## src/rtl/ps2_key_event_decoder_if.sv

```systemverilog
`default_nettype none
// ============================================================================
//  Module      : ps2_key_event_decoder_if
//  Description : Bus between the PS/2 byte source / key-event consumer and
//                ps2_key_event_decoder. The decoder takes the slave side.
//  Revision    : 1.0 - initial release
// ============================================================================
interface ps2_key_event_decoder_if #(
  parameter int CNT_W = 2
);
  logic             scan_valid;
  logic [7:0]       scan_data;
  logic             rd_key;
  logic             clr_ovf;
  logic [9:0]       key_event;
  logic             kb_buf_empty;
  logic             kb_buf_full;
  logic [CNT_W-1:0] key_count;
  logic             cmd_tick;
  logic             overflow;

  // Byte source / event consumer side
  modport master (
    output scan_valid, scan_data, rd_key, clr_ovf,
    input  key_event, kb_buf_empty, kb_buf_full, key_count, cmd_tick, overflow
  );

  // Decoder side
  modport slave (
    input  scan_valid, scan_data, rd_key, clr_ovf,
    output key_event, kb_buf_empty, kb_buf_full, key_count, cmd_tick, overflow
  );
endinterface
`default_nettype wire

```

## src/rtl/ps2_key_event_decoder.sv

```systemverilog
`default_nettype none
// ============================================================================
//  Module      : ps2_key_event_decoder
//  Description : PS/2 scan-code decoder. Tracks make / break (F0) / extended
//                (E0) prefixes, queues tagged events {ext, brk, code} in a
//                first-word-fall-through FIFO of 2**W entries, counts accepted
//                break events modulo CNT_MOD, and turns the non-extended
//                release of CMD_CODE into a one-cycle cmd_tick.
//                Build option: define KB_MAKE_EVENTS_EN to also queue make
//                events; by default only releases are queued.
//  Revision    : 1.0 - initial release
// ============================================================================
module ps2_key_event_decoder #(
  parameter int         W        = 2,
  parameter logic [7:0] CMD_CODE = 8'h31,
  parameter int         CNT_W    = 2,
  parameter int         CNT_MOD  = 2
) (
  input  wire logic clk,
  input  wire logic reset,
  ps2_key_event_decoder_if.slave bus
);

  localparam int               c_depth      = 2 ** W;
  localparam logic [W:0]       c_full_level = (W + 1)'(c_depth);
  localparam logic [CNT_W-1:0] c_cnt_last   = CNT_W'(CNT_MOD - 1);
  localparam logic [7:0]       c_code_e0    = 8'hE0;
  localparam logic [7:0]       c_code_f0    = 8'hF0;

`ifdef KB_MAKE_EVENTS_EN
  localparam bit c_make_en = 1'b1;
`else
  localparam bit c_make_en = 1'b0;
`endif

  typedef enum logic [1:0] {
    ST_IDLE    = 2'd0,
    ST_EXT     = 2'd1,
    ST_BRK     = 2'd2,
    ST_EXT_BRK = 2'd3
  } state_t;

  state_t           r_state;
  state_t           w_state_next;

  logic             w_evt_valid;
  logic             w_evt_ext;
  logic             w_evt_brk;
  logic [9:0]       w_evt;
  logic             w_is_cmd;
  logic             w_push_req;
  logic             w_can_push;
  logic             w_push;
  logic             w_pop;
  logic             w_empty;
  logic             w_full;
  logic             w_is_e0;
  logic             w_is_f0;

  logic [9:0]       r_mem [c_depth];
  logic [W-1:0]     r_wr_ptr;
  logic [W-1:0]     r_rd_ptr;
  logic [W:0]       r_level;
  logic [CNT_W-1:0] r_key_count;
  logic             r_cmd_tick;
  logic             r_overflow;

  assign w_is_e0 = (bus.scan_data == c_code_e0);
  assign w_is_f0 = (bus.scan_data == c_code_f0);

  // Prefix-tracking state register; a reset drops any partial prefix.
  always_ff @(posedge clk) begin
    if (reset) begin
      r_state <= ST_IDLE;
    end else begin
      r_state <= w_state_next;
    end
  end

  // Next state and event decode; only a valid byte moves the FSM.
  always_comb begin
    w_state_next = r_state;
    w_evt_valid  = 1'b0;
    w_evt_ext    = 1'b0;
    w_evt_brk    = 1'b0;
    if (bus.scan_valid) begin
      case (r_state)
        ST_IDLE: begin
          if (w_is_e0) begin
            w_state_next = ST_EXT;
          end else if (w_is_f0) begin
            w_state_next = ST_BRK;
          end else begin
            w_evt_valid = 1'b1;
          end
        end
        ST_EXT: begin
          if (w_is_f0) begin
            w_state_next = ST_EXT_BRK;
          end else if (w_is_e0) begin
            w_state_next = ST_EXT;
          end else begin
            w_evt_valid  = 1'b1;
            w_evt_ext    = 1'b1;
            w_state_next = ST_IDLE;
          end
        end
        ST_BRK: begin
          if (w_is_f0) begin
            w_state_next = ST_BRK;
          end else if (w_is_e0) begin
            w_state_next = ST_EXT_BRK;
          end else begin
            w_evt_valid  = 1'b1;
            w_evt_brk    = 1'b1;
            w_state_next = ST_IDLE;
          end
        end
        ST_EXT_BRK: begin
          if (w_is_e0 || w_is_f0) begin
            w_state_next = ST_EXT_BRK;
          end else begin
            w_evt_valid  = 1'b1;
            w_evt_ext    = 1'b1;
            w_evt_brk    = 1'b1;
            w_state_next = ST_IDLE;
          end
        end
        default: begin
          w_state_next = ST_IDLE;
        end
      endcase
    end
  end

  assign w_evt = {w_evt_ext, w_evt_brk, bus.scan_data};

  // Plain release of the command key becomes a tick instead of an entry.
  assign w_is_cmd = w_evt_valid && w_evt_brk && !w_evt_ext &&
                    (bus.scan_data == CMD_CODE);

  // Make events are queued only in the make-reporting build.
  assign w_push_req = w_evt_valid && !w_is_cmd && (w_evt_brk || c_make_en);

  assign w_empty = (r_level == '0);
  assign w_full  = (r_level == c_full_level);

  // A full FIFO can still take the event when the head is popped this cycle.
  assign w_can_push = !w_full || bus.rd_key;
  assign w_push     = w_push_req && w_can_push;
  assign w_pop      = bus.rd_key && !w_empty;

  // Storage array; contents are only observed through valid entries.
  always_ff @(posedge clk) begin
    if (w_push) begin
      r_mem[r_wr_ptr] <= w_evt;
    end
  end

  // Pointers wrap naturally at 2**W; level tracks occupancy 0..2**W.
  always_ff @(posedge clk) begin
    if (reset) begin
      r_wr_ptr <= '0;
      r_rd_ptr <= '0;
      r_level  <= '0;
    end else begin
      if (w_push) begin
        r_wr_ptr <= r_wr_ptr + W'(1);
      end
      if (w_pop) begin
        r_rd_ptr <= r_rd_ptr + W'(1);
      end
      case ({w_push, w_pop})
        2'b10:   r_level <= r_level + (W + 1)'(1);
        2'b01:   r_level <= r_level - (W + 1)'(1);
        default: r_level <= r_level;
      endcase
    end
  end

  // Modulo counter of break events that actually made it into the FIFO.
  always_ff @(posedge clk) begin
    if (reset) begin
      r_key_count <= '0;
    end else if (w_push && w_evt_brk) begin
      if (r_key_count == c_cnt_last) begin
        r_key_count <= '0;
      end else begin
        r_key_count <= r_key_count + CNT_W'(1);
      end
    end
  end

  // Command tick lasts exactly the cycle after the release byte.
  always_ff @(posedge clk) begin
    if (reset) begin
      r_cmd_tick <= 1'b0;
    end else begin
      r_cmd_tick <= w_is_cmd;
    end
  end

  // Sticky overflow; a drop in the same cycle as a clear wins.
  always_ff @(posedge clk) begin
    if (reset) begin
      r_overflow <= 1'b0;
    end else if (w_push_req && !w_can_push) begin
      r_overflow <= 1'b1;
    end else if (bus.clr_ovf) begin
      r_overflow <= 1'b0;
    end
  end

  // Head is forced to zero when nothing valid is queued.
  assign bus.key_event    = w_empty ? 10'd0 : r_mem[r_rd_ptr];
  assign bus.kb_buf_empty = w_empty;
  assign bus.kb_buf_full  = w_full;
  assign bus.key_count    = r_key_count;
  assign bus.cmd_tick     = r_cmd_tick;
  assign bus.overflow     = r_overflow;

endmodule
`default_nettype wire
```

## src/flat_wrapper.sv

```systemverilog
// flat-port wrapper written by rule: the top's interface ports become plain ports
module ps2_key_event_decoder_flat 
#(
  parameter int         W        = 2,
  parameter logic [7:0] CMD_CODE = 8'h31,
  parameter int         CNT_W    = 2,
  parameter int         CNT_MOD  = 2
)
  (clk, reset, bus_scan_valid, bus_scan_data, bus_rd_key, bus_clr_ovf, bus_key_event, bus_kb_buf_empty, bus_kb_buf_full, bus_key_count, bus_cmd_tick, bus_overflow);
  ps2_key_event_decoder_if #(.CNT_W(CNT_W)) bus_i ();
  input  wire logic clk;
  input  wire logic reset;
  input wire logic [$bits(bus_i.scan_valid)-1:0] bus_scan_valid;
  input wire logic [$bits(bus_i.scan_data)-1:0] bus_scan_data;
  input wire logic [$bits(bus_i.rd_key)-1:0] bus_rd_key;
  input wire logic [$bits(bus_i.clr_ovf)-1:0] bus_clr_ovf;
  output wire logic [$bits(bus_i.key_event)-1:0] bus_key_event;
  output wire logic [$bits(bus_i.kb_buf_empty)-1:0] bus_kb_buf_empty;
  output wire logic [$bits(bus_i.kb_buf_full)-1:0] bus_kb_buf_full;
  output wire logic [$bits(bus_i.key_count)-1:0] bus_key_count;
  output wire logic [$bits(bus_i.cmd_tick)-1:0] bus_cmd_tick;
  output wire logic [$bits(bus_i.overflow)-1:0] bus_overflow;
  assign bus_i.scan_valid = bus_scan_valid;
  assign bus_i.scan_data = bus_scan_data;
  assign bus_i.rd_key = bus_rd_key;
  assign bus_i.clr_ovf = bus_clr_ovf;
  assign bus_key_event = bus_i.key_event;
  assign bus_kb_buf_empty = bus_i.kb_buf_empty;
  assign bus_kb_buf_full = bus_i.kb_buf_full;
  assign bus_key_count = bus_i.key_count;
  assign bus_cmd_tick = bus_i.cmd_tick;
  assign bus_overflow = bus_i.overflow;
  ps2_key_event_decoder #(.W(W), .CMD_CODE(CMD_CODE), .CNT_W(CNT_W), .CNT_MOD(CNT_MOD)) u_core (.clk(clk), .reset(reset), .bus(bus_i));
endmodule
```

## config.mk

```make
export PLATFORM = sky130hd
export DESIGN_NAME = ps2_key_event_decoder_flat
export DESIGN_NICKNAME = d
export VERILOG_FILES = /design/src/rtl/ps2_key_event_decoder_if.sv /design/src/rtl/ps2_key_event_decoder.sv /design/src/flat_wrapper.sv
export SDC_FILE = /design/constraint.sdc
export NUM_CORES = 1
export LEC_CHECK = 0
export ABC_AREA = 1
export BUFFER_PORTS_ARGS = -buffer_cell sky130_fd_sc_hd__buf_2
export CAP_MARGIN = 15
export CORE_MARGIN = 2
export CORE_UTILIZATION = 51
export CTS_CLUSTER_DIAMETER = 60
export CTS_CLUSTER_SIZE = 28
export DETAILED_ROUTE_END_ITERATION = 8
export PLACE_DENSITY = 0.74
export SLEW_MARGIN = 20
export SYNTH_ARGS = -nofsm -noshare
export SYNTH_HDL_FRONTEND = slang
export SYNTH_SLANG_ARGS = --single-unit
```

## constraint.sdc

```tcl
create_clock -name clk -period 2 [get_ports clk]
set_clock_uncertainty 0.1 [all_clocks]
set_input_delay 0.2 -clock clk [delete_from_list [all_inputs] [get_ports clk]]
set_output_delay 0.2 -clock clk [all_outputs]
set_load 0.01 [all_outputs]
```

==> flow_summary_export.csv <==
group,metric,value,unit
route,drc,0,
timing,slew_headroom,80.00,%
placed_design,gp_congestion,0.7663,
synth,seq_area_frac_synth,62.60,%
power_and_ir_drop,finalPower,2.011,mW
route,routedWlPerCell,14.02,µm
placed_design,dpl.hpwl,3.261,mm
power_and_ir_drop,leakagePower,1.134,nW
synth,synthCells,234,
finish,final_nets,304,
route,drtIter0Drc,162,
timing,max_freq,523.9,MHz
run_status,status,"complete, no violations",
finish,fin_cells,338,
synth,synth_top_area_share,50.08,%
finish,drive_gt1_share,33.22,%
floorplan,ioPinCount,29,
synth,syn_area,0.002399,mm²
grt,antenna_found_initial,0,
synth,synth_seq_cells,55,
route,dr_total_vias,1745,
clock_tree,cts.sinks,55,
clock_tree,insertion_delay,0.31,ns
worst_setup_path,worstPathRequired,2.11,ns
run,drv_cap,0,
floorplan,initial_core_util,53.97,%
power_and_ir_drop,p_per_area,689.8,mW/mm²
synth,yosysWarnings,0,
clock_tree,clkTransAtPathRegs,0.09,ns
clock_tree,ctsLongestPathBuffers,2,
timing,holdWs,0.009095,ns
route,postRouteAntennaNets,0,
synth,synth_area_leader_cell,"edfxtp_1",
grt,grt_pass1_wl,7.507,mm
timing,setup_tns,0,ns
grt,grt_overflow,0,
route,detailedRoute.firstPassIterationCount,4,
synth,synth_nets,253,
synth,synth.area.top_cells,"edfxtp_1 50%, dfxtp_1 13%, nor2_1 8.8%",
timing,setup_viol,0,
worst_setup_path,arrival,2.02,ns
grt,grt_pass1_vias,1593,
placed_design,io_buffer_count,28,
worst_setup_path,cp-end-kind,"flip-flop",
finish,area_growth,21.54,%
finish,fin_util,65.60,%
worst_setup_path,cp_max_fo,3,
synth,avgSynthCellArea,10.25,µm²
hold_path,hold_class,"primary input to flip-flop",
route,wirelength,4.739,mm
worst_setup_path,critPathKind,"flip-flop to flip-flop",
placed_design,dp.cells,327,
timing,worstMarginPinSlew,0.2994,ns
timing,fin_crit_sh,95.45,%
timing,rsz0062_at_grt,"true",
timing,finalHoldViolCount,0,
floorplan,die_y,72.58,µm
timing,fin_crit,1.909,ns
power_and_ir_drop,ir_worst_vdd,0.4529,mV
worst_setup_path,rrSetupSlack,0.09,ns
worst_setup_path,start_kind,"flip-flop",
clock_tree,htree_num_levels,2,
floorplan,die_area,0.005268,mm²
grt,grt_usage,19.47,%
floorplan,core_area,0.004444,mm²
grt,grt_max_degree,21,
clock_tree,cts_tree,"yes",
route,viasPerCell,5.163,
floorplan,die_w,72.58,µm
floorplan,fp-row-count,24,
timing,drv_slew,0,
finish,num_antenna_cells,0,
clock_tree,root_buffer,"clkbuf_8",
synth,ys_types,28,
clock_tree,cts_buffers,5,
final timing paths:
check                                        from  depth (start not counted)                                   end
max                u_core.r_level[0]$_SDFFE_PP0P_                         11        u_core.r_level[1]$_SDFFE_PP0P_
min                                         reset                          2      u_core.bus.overflow$_SDFFE_PP0P_
max reg2reg        u_core.r_level[0]$_SDFFE_PP0P_                         11        u_core.r_level[1]$_SDFFE_PP0P_
min reg2reg  u_core.bus.key_count[1]$_SDFFE_PP0P_                          2  u_core.bus.key_count[1]$_SDFFE_PP0P_
layer usage:
layer  GRT usage [%]  vias to the layer above  share of wire, %
met1           22.56                      817                42
li1                -                      884                 -
met4           6.790                        0               1.4
met5               0                        -                 0
met3           4.558                        6               4.9
met2           35.15                       38                51
cell usage in the layout (no fill, tap or decap), types with 2 or more instances in the layout:
master	n
nor2_1	54
edfxtp_1	40
buf_2	28
o21ai_0	21
buf_4	21
inv_1	19
a21oi_1	18
nand2_1	12
dfxtp_1	11
nor2_2	8
inv_2	5
clkbuf_8	5
o21ai_1	4
nand2_2	4
ha_1	4
nand4_1	3
nand3_1	3
dfxtp_2	3
clkinvlp_4	2
nand3_2	2
nor2_4	2
a21oi_2	2
final cells by class:
type	instances	area [µm²]
clock inverter	3	43.79
timing repair buffer	50	317.8
inverter	27	111.4
multi-input combinational	146	799.5
fill	367	1529
clock buffer	5	68.82
tap	52	65.06
sequential	55	1509
cells by family after synthesis:
kind of cell             count (synthesis)  share of synthesized area, %
AND/OR/NAND/NOR                         94                         18.62
flip-flops                              55                         62.60
AO/OA/AOI/OAI                           46                         9.911
buffers and inverters                   33                         5.425
adder cells (fa/ha/maj)                  6                         3.443
flip-flops by register name (all words and copies together) (netlist names), named ones only:
register / flops
u_core.r_mem: 40
u_core.r_rd_ptr: 2
u_core.r_level: 3
u_core.r_state: 2
u_core.bus.cmd_tick: 1
u_core.bus.key_count: 2
u_core.bus.overflow: 1
u_core.r_wr_ptr: 2
cell usage after synthesis:
master	number
buf_2	3
dfxtp_1	15
o21ai_0	23
clkinv_1	1
nand4_1	3
nand2_4	1
nor4_1	1
o21ai_2	1
nand4_2	1
fa_1	1
edfxtp_1	40
nor2_2	6
nor2_1	56
inv_1	21
ha_1	5
a21oi_1	19
nand3_2	2
nand2_1	13
clkbuf_1	3
a21oi_2	1
nand3_1	3
inv_2	4
nor2_4	2
inv_4	1
o21ai_1	2
nor3_1	1
nor3_2	2
nand2_2	3
metrics by stage:
step | setup WS, ns | area, µm²
6_report | 0.09106 | 2915
2_1_floorplan | 0.01590 | 2424
3_3_place_gp | 0.01943 | 2758
4_1_cts | 0.001156 | 2870
3_5_place_dp | -0.03405 | 2758
5_1_grt | -0.07967 | 2915
power by group:
part           internal [mW]  switching, mW
registers               1.21       0.000249
logic                 0.0245         0.0384
clock network          0.373          0.360
critical path: stages (launching register included):
cell     delay [ns]
dfxtp_4        0.36
nor3_4         0.19
nand2_2        0.10
inv_2          0.09
nor2_4         0.05
inv_4          0.05
ha_4           0.11
inv_2          0.04
fa_2           0.53
nor2_2         0.03
a21oi_1        0.10
nor2_1         0.06
timing repair:
| action | CTS | global route |
|---|---|---|
| setup buffers | 0 | 3 |
| hold buffers | 0 | 0 |
| resized for setup | 0 | 9 |
| setup endpoints to repair | 0 | 5 |
Power figures use the tool's default switching activity.
